$ cat src/rtl/st_fifo_pkg.sv
// Shared types and elaboration helpers for the parametrised Avalon-ST FIFO.
package st_fifo_pkg;

  // Pointer storage width; the FIFO uses only the low ADDR_WIDTH bits and
  // keeps the upper bits at zero through masking.
  localparam int PTR_W = 16;

  typedef logic [PTR_W-1:0] ptr_t;

  // Control state of the FIFO: pointers plus explicit full/empty flags.
  typedef struct packed {
    ptr_t wr_ptr;
    ptr_t rd_ptr;
    logic empty;
    logic full;
  } fifo_ctrl_t;

  // Control state after reset or flush.
  localparam fifo_ctrl_t CTRL_RESET = '{
    wr_ptr: '0,
    rd_ptr: '0,
    empty:  1'b1,
    full:   1'b0
  };

  // Ceiling log2, used to validate DEPTH against ADDR_WIDTH.
  function automatic int clog2(input int value);
    int result;
    int v;
    result = 32'sd0;
    v      = value - 32'sd1;
    while (v > 32'sd0) begin
      result = result + 32'sd1;
      v      = v / 32'sd2;
    end
    return result;
  endfunction

  // Stored word width: payload plus sop/eop when packet sideband is enabled.
  function automatic int word_width(input int data_width, input int use_packets);
    return (use_packets != 32'sd0) ? (data_width + 32'sd2) : data_width;
  endfunction

endpackage

$ cat src/rtl/st_fifo_ram.sv
// Simple dual-port storage for the FIFO: one write port and one registered
// read port, written so that it maps onto a block RAM.
module st_fifo_ram #(
  parameter int WIDTH      = 44,
  parameter int DEPTH      = 16,
  parameter int ADDR_WIDTH = 4
) (
  input  logic                  clk,
  input  logic                  we,
  input  logic [ADDR_WIDTH-1:0] wr_addr,
  input  logic [WIDTH-1:0]      wr_data,
  input  logic [ADDR_WIDTH-1:0] rd_addr,
  output logic [WIDTH-1:0]      rd_data
);

  logic [WIDTH-1:0] mem_r [DEPTH];

  // Write port: store the incoming word when enabled.
  always_ff @(posedge clk) begin
    if (we) begin
      mem_r[wr_addr] <= wr_data;
    end
  end

  // Registered read port; no reset so the register folds into the RAM
  // primitive. Contents are only meaningful when the FIFO flags them valid.
  always_ff @(posedge clk) begin
    rd_data <= mem_r[rd_addr];
  end

endmodule

$ cat src/rtl/st_param_fifo.sv
// Parametrised single-clock Avalon-ST FIFO with optional packet sideband,
// almost-full/almost-empty flags, synchronous flush and a count of eop
// words held. Control, counters and flags live here; storage is in
// st_fifo_ram.
module st_param_fifo
  import st_fifo_pkg::*;
#(
  parameter int DATA_WIDTH      = 42,
  parameter int DEPTH           = 16,
  parameter int ADDR_WIDTH      = 4,
  parameter int USE_PACKETS     = 0,
  parameter int ALMOST_FULL_TH  = 12,
  parameter int ALMOST_EMPTY_TH = 2
) (
  input  logic                  clk,
  input  logic                  reset_n,
  input  logic                  flush,
  output logic                  in_ready,
  input  logic                  in_valid,
  input  logic [DATA_WIDTH-1:0] in_data,
  input  logic                  in_sop,
  input  logic                  in_eop,
  input  logic                  out_ready,
  output logic                  out_valid,
  output logic [DATA_WIDTH-1:0] out_data,
  output logic                  out_sop,
  output logic                  out_eop,
  output logic [ADDR_WIDTH:0]   fill_level,
  output logic                  almost_full,
  output logic                  almost_empty,
  output logic [ADDR_WIDTH:0]   pkt_count
);

  localparam int WORD_W = word_width(DATA_WIDTH, USE_PACKETS);
  localparam int CNT_W  = ADDR_WIDTH + 1;

  localparam ptr_t             PTR_MASK = ptr_t'(DEPTH - 32'sd1);
  localparam ptr_t             PTR_ONE  = ptr_t'(1'b1);
  localparam logic [CNT_W-1:0] CNT_ONE  = CNT_W'(1'b1);
  localparam logic [CNT_W-1:0] AF_TH    = CNT_W'(ALMOST_FULL_TH);
  localparam logic [CNT_W-1:0] AE_TH    = CNT_W'(ALMOST_EMPTY_TH);

  // Reject inconsistent geometry at elaboration time.
  if ((DEPTH < 32'sd4) || ((DEPTH & (DEPTH - 32'sd1)) != 32'sd0)) begin : g_bad_depth
    $error("st_param_fifo: DEPTH must be a power of two and at least 4");
  end
  if (ADDR_WIDTH != clog2(DEPTH)) begin : g_bad_addr
    $error("st_param_fifo: ADDR_WIDTH must equal log2(DEPTH)");
  end
  if (ADDR_WIDTH > PTR_W) begin : g_bad_ptr
    $error("st_param_fifo: ADDR_WIDTH exceeds pointer storage width");
  end

  fifo_ctrl_t       ctrl_r;
  fifo_ctrl_t       ctrl_nxt_s;
  ptr_t             next_wr_s;
  ptr_t             next_rd_s;
  ptr_t             mem_rd_addr_s;
  logic             push_s;
  logic             pop_s;
  logic             we_s;
  logic             push_eop_s;
  logic             pop_eop_s;
  logic [CNT_W-1:0] fill_r;
  logic [CNT_W-1:0] fill_nxt_s;
  logic [CNT_W-1:0] pkt_r;
  logic [CNT_W-1:0] pkt_nxt_s;
  logic             out_valid_r;
  logic             out_valid_nxt_s;
  logic             af_r;
  logic             ae_r;
  logic [WORD_W-1:0] wr_word_s;
  logic [WORD_W-1:0] rd_word_s;

  // Handshake qualifiers. A word offered while full is simply not taken.
  assign in_ready  = ~ctrl_r.full;
  assign push_s    = in_valid & in_ready;
  assign pop_s     = out_valid_r & out_ready;

  // A word accepted during a flush is dropped rather than stored.
  assign we_s      = push_s & ~flush;

  // Pointer increments wrap modulo DEPTH.
  assign next_wr_s = (ctrl_r.wr_ptr + PTR_ONE) & PTR_MASK;
  assign next_rd_s = (ctrl_r.rd_ptr + PTR_ONE) & PTR_MASK;

  // Look ahead one word on a pop so consecutive pops see no bubble.
  assign mem_rd_addr_s = pop_s ? next_rd_s : ctrl_r.rd_ptr;

  // Packet sideband is stored above the payload only when enabled.
  if (USE_PACKETS != 32'sd0) begin : g_pkt
    assign wr_word_s  = {in_eop, in_sop, in_data};
    assign out_sop    = rd_word_s[DATA_WIDTH];
    assign out_eop    = rd_word_s[DATA_WIDTH+1];
    assign push_eop_s = push_s & in_eop;
  end else begin : g_no_pkt
    logic unused_pkt_s;
    assign unused_pkt_s = in_sop ^ in_eop;
    assign wr_word_s    = in_data;
    assign out_sop      = 1'b0;
    assign out_eop      = 1'b0;
    assign push_eop_s   = 1'b0;
  end

  assign pop_eop_s = pop_s & out_eop;
  assign out_data  = rd_word_s[DATA_WIDTH-1:0];

  st_fifo_ram #(
    .WIDTH      (WORD_W),
    .DEPTH      (DEPTH),
    .ADDR_WIDTH (ADDR_WIDTH)
  ) u_ram (
    .clk     (clk),
    .we      (we_s),
    .wr_addr (ctrl_r.wr_ptr[ADDR_WIDTH-1:0]),
    .wr_data (wr_word_s),
    .rd_addr (mem_rd_addr_s[ADDR_WIDTH-1:0]),
    .rd_data (rd_word_s)
  );

  // Next state of pointers, flags, fill level, packet count and out_valid.
  always_comb begin
    ctrl_nxt_s      = ctrl_r;
    fill_nxt_s      = fill_r;
    pkt_nxt_s       = pkt_r;
    out_valid_nxt_s = 1'b0;
    if (flush) begin
      ctrl_nxt_s      = CTRL_RESET;
      fill_nxt_s      = '0;
      pkt_nxt_s       = '0;
      out_valid_nxt_s = 1'b0;
    end else begin
      case ({push_s, pop_s})
        2'b10: begin
          ctrl_nxt_s.wr_ptr = next_wr_s;
          ctrl_nxt_s.empty  = 1'b0;
          ctrl_nxt_s.full   = (next_wr_s == ctrl_r.rd_ptr);
          fill_nxt_s        = fill_r + CNT_ONE;
        end
        2'b01: begin
          ctrl_nxt_s.rd_ptr = next_rd_s;
          ctrl_nxt_s.full   = 1'b0;
          ctrl_nxt_s.empty  = (next_rd_s == ctrl_r.wr_ptr);
          fill_nxt_s        = fill_r - CNT_ONE;
        end
        2'b11: begin
          // Both pointers advance; occupancy and flags are unchanged.
          ctrl_nxt_s.wr_ptr = next_wr_s;
          ctrl_nxt_s.rd_ptr = next_rd_s;
        end
        default: begin
          ctrl_nxt_s = ctrl_r;
        end
      endcase

      case ({push_eop_s, pop_eop_s})
        2'b10:   pkt_nxt_s = pkt_r + CNT_ONE;
        2'b01:   pkt_nxt_s = pkt_r - CNT_ONE;
        default: pkt_nxt_s = pkt_r;
      endcase

      // The read register samples memory as it was before this edge, so a
      // word written on this same edge cannot be shown yet. The word at the
      // read address is valid unless the FIFO is empty or this pop takes the
      // last stored word.
      if (ctrl_r.empty) begin
        out_valid_nxt_s = 1'b0;
      end else if (pop_s && (next_rd_s == ctrl_r.wr_ptr)) begin
        out_valid_nxt_s = 1'b0;
      end else begin
        out_valid_nxt_s = 1'b1;
      end
    end
  end

  // Control and status registers; thresholds use the next fill level so the
  // flags line up with fill_level in the same cycle.
  always_ff @(posedge clk or negedge reset_n) begin
    if (!reset_n) begin
      ctrl_r      <= CTRL_RESET;
      fill_r      <= '0;
      pkt_r       <= '0;
      out_valid_r <= 1'b0;
      af_r        <= 1'b0;
      ae_r        <= 1'b1;
    end else begin
      ctrl_r      <= ctrl_nxt_s;
      fill_r      <= fill_nxt_s;
      pkt_r       <= pkt_nxt_s;
      out_valid_r <= out_valid_nxt_s;
      af_r        <= (fill_nxt_s >= AF_TH);
      ae_r        <= (fill_nxt_s <= AE_TH);
    end
  end

  assign out_valid    = out_valid_r;
  assign fill_level   = fill_r;
  assign pkt_count    = pkt_r;
  assign almost_full  = af_r;
  assign almost_empty = ae_r;

endmodule

$ cat config.mk
export PLATFORM = sky130hd
export DESIGN_NAME = st_param_fifo
export DESIGN_NICKNAME = d
export VERILOG_FILES = /design/src/rtl/st_fifo_pkg.sv /design/src/rtl/st_fifo_ram.sv /design/src/rtl/st_param_fifo.sv
export SDC_FILE = /design/constraint.sdc
export NUM_CORES = 1
export LEC_CHECK = 0
export ABC_AREA = 1
export CORE_MARGIN = 2
export CORE_UTILIZATION = 45
export CTS_CLUSTER_DIAMETER = 120
export CTS_CLUSTER_SIZE = 20
export DETAILED_ROUTE_END_ITERATION = 16
export DONT_BUFFER_PORTS = 1
export GPL_ROUTABILITY_DRIVEN = 0
export MAX_ROUTING_LAYER = met4
export PLACE_DENSITY = 0.72
export SYNTH_ARGS = -nofsm -noshare
export SYNTH_HDL_FRONTEND = slang
export SYNTH_HIERARCHICAL = 1
export SYNTH_SLANG_ARGS = --single-unit
$ cat constraint.sdc
create_clock -name clk -period 3.56 [get_ports clk]
set_input_delay 0.356 -clock clk [delete_from_list [all_inputs] [get_ports clk]]
set_output_delay 0.356 -clock clk [all_outputs]
set_load 0.02 [all_outputs]
==> results_dict.tcl, run 1 <==
set metrics [dict create \
    status "complete, no violations" \
    grt_use_total 0.194 \
    area.sequential_sq_mm 0.0215 \
    regToRegSetupSlack_ns 0.93 \
    layout_common_cells "nand2_1 (925), edfxtp_1 (672), inv_1 (526), nand3_1 (518), dlygate4sd3_1 (44)" \
    boundaryPins 107 \
    slew_violations 0 \
    internal_power_w 0.0122 \
    synth-adder-area-share 0.00122 \
    finalCritPeriodShare 0.740 \
    maxSlewHeadroom 0.373 \
    drcViolationCount 0 \
    core_sq_mm 0.0674 \
    postCtsResizedCells 0 \
    rsz0062_at_grt "false" \
    row_count 95 \
    cap_violations 0 \
    wl_mm 66.4 \
    setup_viol 0 \
    p_clk_frac 0.305 \
    viasPerCell 5.04 \
    fin_hold_ws_ns 0.0339 \
    p_per_area_mw_per_mm2 479 \
    dr.pass1.iters 5 \
    postCtsSetupBuffers 0 \
    layout_commonest_cell "nand2_1" \
    start_kind "flip-flop" \
    cts_root_buf "clkbuf_16" \
    hpwl_mm 33.4 \
    numCtsBuffers 42 \
    fillerInstances 5633 \
    netlist_instances 2930 \
    clk_latency_ns 0.61 \
    cp_slowest_cell "nor2_4" \
    clock.fmax_ghz 0.380 \
    syn_area_per_cell_sq_um 10.5 \
    die_w_microns 265 \
    critPathMaxStageDelay_ns 0.58 \
    drtAntennaViolNets 0 \
    antenna_found_initial 3 \
    worst_pin_slew_ns 0.941 \
    clockBufferDepth 3 \
    hold_class "in -> reg" \
    r2r_cells 6 \
    die_height_microns 265 \
    min_period_ns 2.63 \
    seqPwrFrac 0.606 \
    grt_overflow_total 0 \
    p_leak_nw 14.0 \
    synth_simple_gate_area_share 0.206 \
    ctsHtreeMaxLevel 2 \
    power_switching_w 0.00386 \
    switching_share 0.240 \
    port_buffers 0 \
    drive_gt1_frac 0.0467 \
    grt_pass1_wl_mm 102 \
    peakVddDrop_mv 0.342 \
    synth_compound_area_frac 0.00248 \
    synth_area_sq_mm 0.0307 \
    tritoncts "built" \
    via_count 19300 \
    muxShareOfSynthArea 0 \
    grt_max_degree 170 \
    routedWlPerCell_microns 17.3 \
    synth_top_family_by_area "simple AND/OR/NAND/NOR gates" \
    path_max_fanout 22 \
    area_delta_synth_final_pct 9.42 \
    ys_ff_latch 732 \
    cp-end-kind "flip-flop" \
    synth_cell_type_count 33 \
    yosysSeqAreaShare 0.699 \
    initial_core_util 0.456 \
    skew_ns 0.0298 \
    grt_pass1_vias 18100 \
    tns_ns 0 \
    crit_path_cell_trace "inv_2, nand2_4, nor2_1, nand3_1, nor2_4, buf_12" \
    critPathKind "reg -> reg" \
    hold_viol 0 \
    drt_iter0_markers 1759 \
    cts_sinks 732 \
    min_path_cells 3 \
    die_area_sq_mm 0.0704 \
    arrival_ns 2.92 \
    multi_input_comb_area_sq_mm 0.00673 \
    synth_warnings 6 \
    synth-xor-area-share 0.00314 \
    p_comb_frac 0.089 \
    fin_nets 2973 \
    cts.clk_slew.worst_paths_ns 0.08 \
    worst_ep_required_time_ns 3.85 \
]
==> layout make-up <==
| class | instances | share of cell area |
|---|---|---|
| flip-flops and latches | 732 | 0.639 |
| multi-input cells | 1522 | 0.200 |
| inverters | 536 | 0.0605 |
| clock buffers | 72 | 0.0346 |
| well taps | 873 | 0.0325 |
| repair buffers | 87 | 0.0316 |
| clock inverters | 4 | 0.00127 |
| diodes | 3 | 0.000223 |
==> flip-flops by register name, summed over array words and instances (netlist names) <==
signal	flops
fill_level	5
ctrl_r	10
u_ram/mem_r	672
almost_full	1
u_ram/rd_data	42
almost_empty	1
out_valid	1
==> path summary, 6_finish.rpt <==
check | start | end
worst max-delay path | ctrl_r[0] | u_ram/mem_r[13][27]
worst min-delay path | in_valid | ctrl_r[20]
worst max register to register | ctrl_r[0] | u_ram/mem_r[13][27]
worst min register to register | ctrl_r[1] | ctrl_r[1]
max in group asynchronous | reset_n | ctrl_r[19]
min in group asynchronous | reset_n | ctrl_r[21]
==> per-layer routing <==
metal  vias to the layer above  global-route usage  wire (microns)
met4                         0              0.0512            1250
met3                        91              0.0254            4460
li1                       9382                   -               -
met1                      9177               0.252           28200
met2                       634               0.323           32500
met5                         -                   -               0
==> power groups by stage <==
stage	Combinational (W)	Clock [W]	Sequential [W]
6_report	0.00143	0.00491	0.00975
5_1_grt	0.00162	0.00530	0.00976
4_1_cts	0.00144	0.00500	0.00975
3_5_place_dp	0.00130	0	0.00995
3_3_place_gp	0.00127	0	0.00995
2_1_floorplan	0.000984	0	0.00992
==> cell families after synthesis <==
group | after synthesis
xor+xnor | 11
fa+ha+maj | 3
simple gates | 1488
flops | 732
buf+inv | 682
other cells | 1
compound gates | 13
==> Yosys cell counts, drive strengths merged <==
cell type | instances | share of area
a21oi | 3 | 0.00061
and2 | 3 | 0.00061
buf | 90 | 0.015
clkbuf | 56 | 0.0068
clkinv | 1 | 0.00012
conb | 1 | 0.00012
dfrtp | 16 | 0.013
dfstp | 2 | 0.0017
dfxtp | 42 | 0.027
edfxtp | 672 | 0.66
ha | 3 | 0.0012
inv | 535 | 0.066
nand2 | 936 | 0.12
nand3 | 522 | 0.086
nand3b | 3 | 0.00073
nor2 | 24 | 0.0030
o21ai | 8 | 0.0014
o22ai | 1 | 0.00020
o31ai | 1 | 0.00024
xnor2 | 1 | 0.00029
xor2 | 10 | 0.0029
==> critical path: cells and delay by family (launching register included) <==
kind | cells | cell delay (ns)
buf+inv | 2 | 0.44
flops | 1 | 0.39
simple gates | 4 | 1.49
==> metrics by stage <==
step	power, W	std cells	utilization	instance area (sq um)	setup WS (ns)
floorplan	0.0109	2936	-	30700	0.210
detailed placement	0.0113	3706	0.474	32000	0.905
global placement	0.0112	3706	0.474	32000	0.908
finish	0.0161	3829	0.499	33600	0.927
CTS	0.0162	3826	0.499	33600	0.888
global route	0.0167	3829	0.499	33600	0.763
==> what timing repair did <==
item                                    4_1_cts  5_1_grt
hold buffers                                 44        0
endpoints found under the setup margin        0        0
endpoints found under the hold margin       695        0
(Power assumes the default switching activity.)
==> inputs of run 2 (changes only) <==
Settings changed: PLACE_DENSITY 0.72 to 0.74.
Clock period 3.56 ns to 2.2 ns, I/O delays scaled along.
==> results_dict.tcl, run 2 (synthesis results as in run 1) <==
set metrics [dict create \
    boundaryPins 107 \
    viasPerCell 5.07 \
    tritoncts "built" \
    worst_pin_slew_ns 0.824 \
    status "complete, no violations" \
    reg.largest.list "u_ram/mem_r (672), u_ram/rd_data (42), ctrl_r (10)" \
    placedCellCount 3755 \
    fin_hold_ws_ns 0.0605 \
    dr.pass1.iters 7 \
    layout_commonest_cell "nand2_1" \
    cts_root_buf "clkbuf_16" \
    grt_max_degree 92 \
    port_buffers 0 \
    grt_use_total 0.206 \
    instances_no_fill 3878 \
    initial_core_util 0.456 \
    r2r_cells 10 \
    final.setup.worst_slack_ns 0.144 \
    grt_overflow_total 0 \
    regMostFlops "u_ram/mem_r" \
    power_switching_w 0.00637 \
    area.sequential_sq_mm 0.0215 \
    area_delta_synth_final_pct 12.0 \
    maxSlewHeadroom 0.449 \
    largest_reg_flops 672 \
    antenna_found_initial 1 \
    drtAntennaViolNets 0 \
    grt_pass1_vias 19100 \
    multi_input_comb_area_sq_mm 0.00675 \
    min_period_ns 2.06 \
    p_clk_frac 0.305 \
    hold_class "in -> reg" \
    tns_ns 0 \
    clockBufferDepth 3 \
    fillerInstances 5620 \
    cap_violations 0 \
    core_sq_mm 0.0674 \
    routedWlPerCell_microns 18.2 \
    internal_power_w 0.0200 \
    layout_common_cells "nand2_1 (925), edfxtp_1 (672), inv_1 (526), nand3_1 (517), buf_12 (53)" \
    p_leak_nw 14.4 \
    min_path_cells 5 \
    dp_slack_ns 0.0831 \
    hpwl_mm 40.1 \
    skew_ns 0.0223 \
    cts.clk_slew.worst_paths_ns 0.08 \
    clock.fmax_ghz 0.486 \
    row_count 95 \
    peakVddDrop_mv 0.525 \
    switching_share 0.242 \
    grt_pass1_wl_mm 108 \
    start_kind "flip-flop" \
    rsz0062_at_grt "false" \
    path_max_fanout 51 \
    hold_viol 0 \
    clk_latency_ns 0.60 \
    setup_viol 0 \
    arrival_ns 2.54 \
    die_height_microns 265 \
    drive_gt1_frac 0.0639 \
    worst_ep_required_time_ns 2.69 \
    p_per_area_mw_per_mm2 765 \
    wl_mm 70.5 \
    cp-end-kind "flip-flop" \
    ctsHtreeMaxLevel 2 \
    drcViolationCount 0 \
    fin_nets 3026 \
    p_comb_frac 0.095 \
    finalCritPeriodShare 0.934 \
    die_w_microns 265 \
    critPathKind "reg -> reg" \
    slew_violations 0 \
    numCtsBuffers 42 \
    die_area_sq_mm 0.0704 \
    cts_sinks 732 \
    drt_iter0_markers 2015 \
    via_count 19700 \
    seqPwrFrac 0.600 \
]
==> run 2: what timing repair did <==
action,4_1_cts,5_1_grt
hold buffers,46,0
hold endpoints to repair,704,0
setup endpoints to repair,0,8
buffers inserted,0,2
resized for setup,0,0
==> run 2: layout make-up <==
type | count | share of cell area
Clock inverter | 4 | 0.00131
Multi-Input combinational cell | 1522 | 0.196
Inverter | 536 | 0.0591
Timing Repair Buffer | 140 | 0.0532
Clock buffer | 70 | 0.0342
Antenna cell | 1 | 0.0000727
Sequential cell | 732 | 0.624
Tap cell | 873 | 0.0318
==> run 2: per-stage QoR <==
step	power, W	area (sq um)	util
CTS	0.0265	34400	0.510
finish	0.0263	34400	0.510
global route	0.0273	34400	0.510
floorplan	0.0177	30900	-
global placement	0.0184	32700	0.485
detailed placement	0.0184	32700	0.485
==> run 2: power groups by stage <==
stage,sequential (W),clock [W],combinational [W]
after floorplan,0.0160,0,0.00162
after global placement,0.0161,0,0.00221
after detailed placement,0.0161,0,0.00226
after CTS,0.0158,0.00818,0.00251
after global routing,0.0158,0.00861,0.00281
final,0.0158,0.00802,0.00250
==> run 2: worst paths after layout <==
kind | from | to | slack [ns]
min reg2reg | ctrl_r[1] | ctrl_r[1] | 0.48
max reg2reg | out_valid | u_ram/rd_data[39] | 0.14
max in group asynchronous | reset_n | fill_level[1] | 1.53
min | out_ready | ctrl_r[0] | 0.06
min in group asynchronous | reset_n | ctrl_r[0] | 0.16
max | out_valid | u_ram/rd_data[39] | 0.14
==> run 2: critical path, stage by stage, from the launching register on <==
cell	delay, ns
dfrtp_1	0.40
nand2_4	0.14
xnor2_2	0.18
buf_12	0.16
inv_8	0.31
buf_12	0.26
nand2_1	0.08
nand3_1	0.08
nand3_1	0.09
nand3_1	0.10
nand2_1	0.08
==> run 2: routing by layer <==
layer | global-route usage | share of wire | vias to the layer above | routed length [microns]
li1 | - | - | 9479 | -
met1 | 0.265 | 0.41 | 9349 | 29100
met2 | 0.339 | 0.49 | 712 | 34300
met3 | 0.0309 | 0.074 | 125 | 5190
met4 | 0.0657 | 0.027 | 0 | 1940
met5 | - | 0 | - | 0
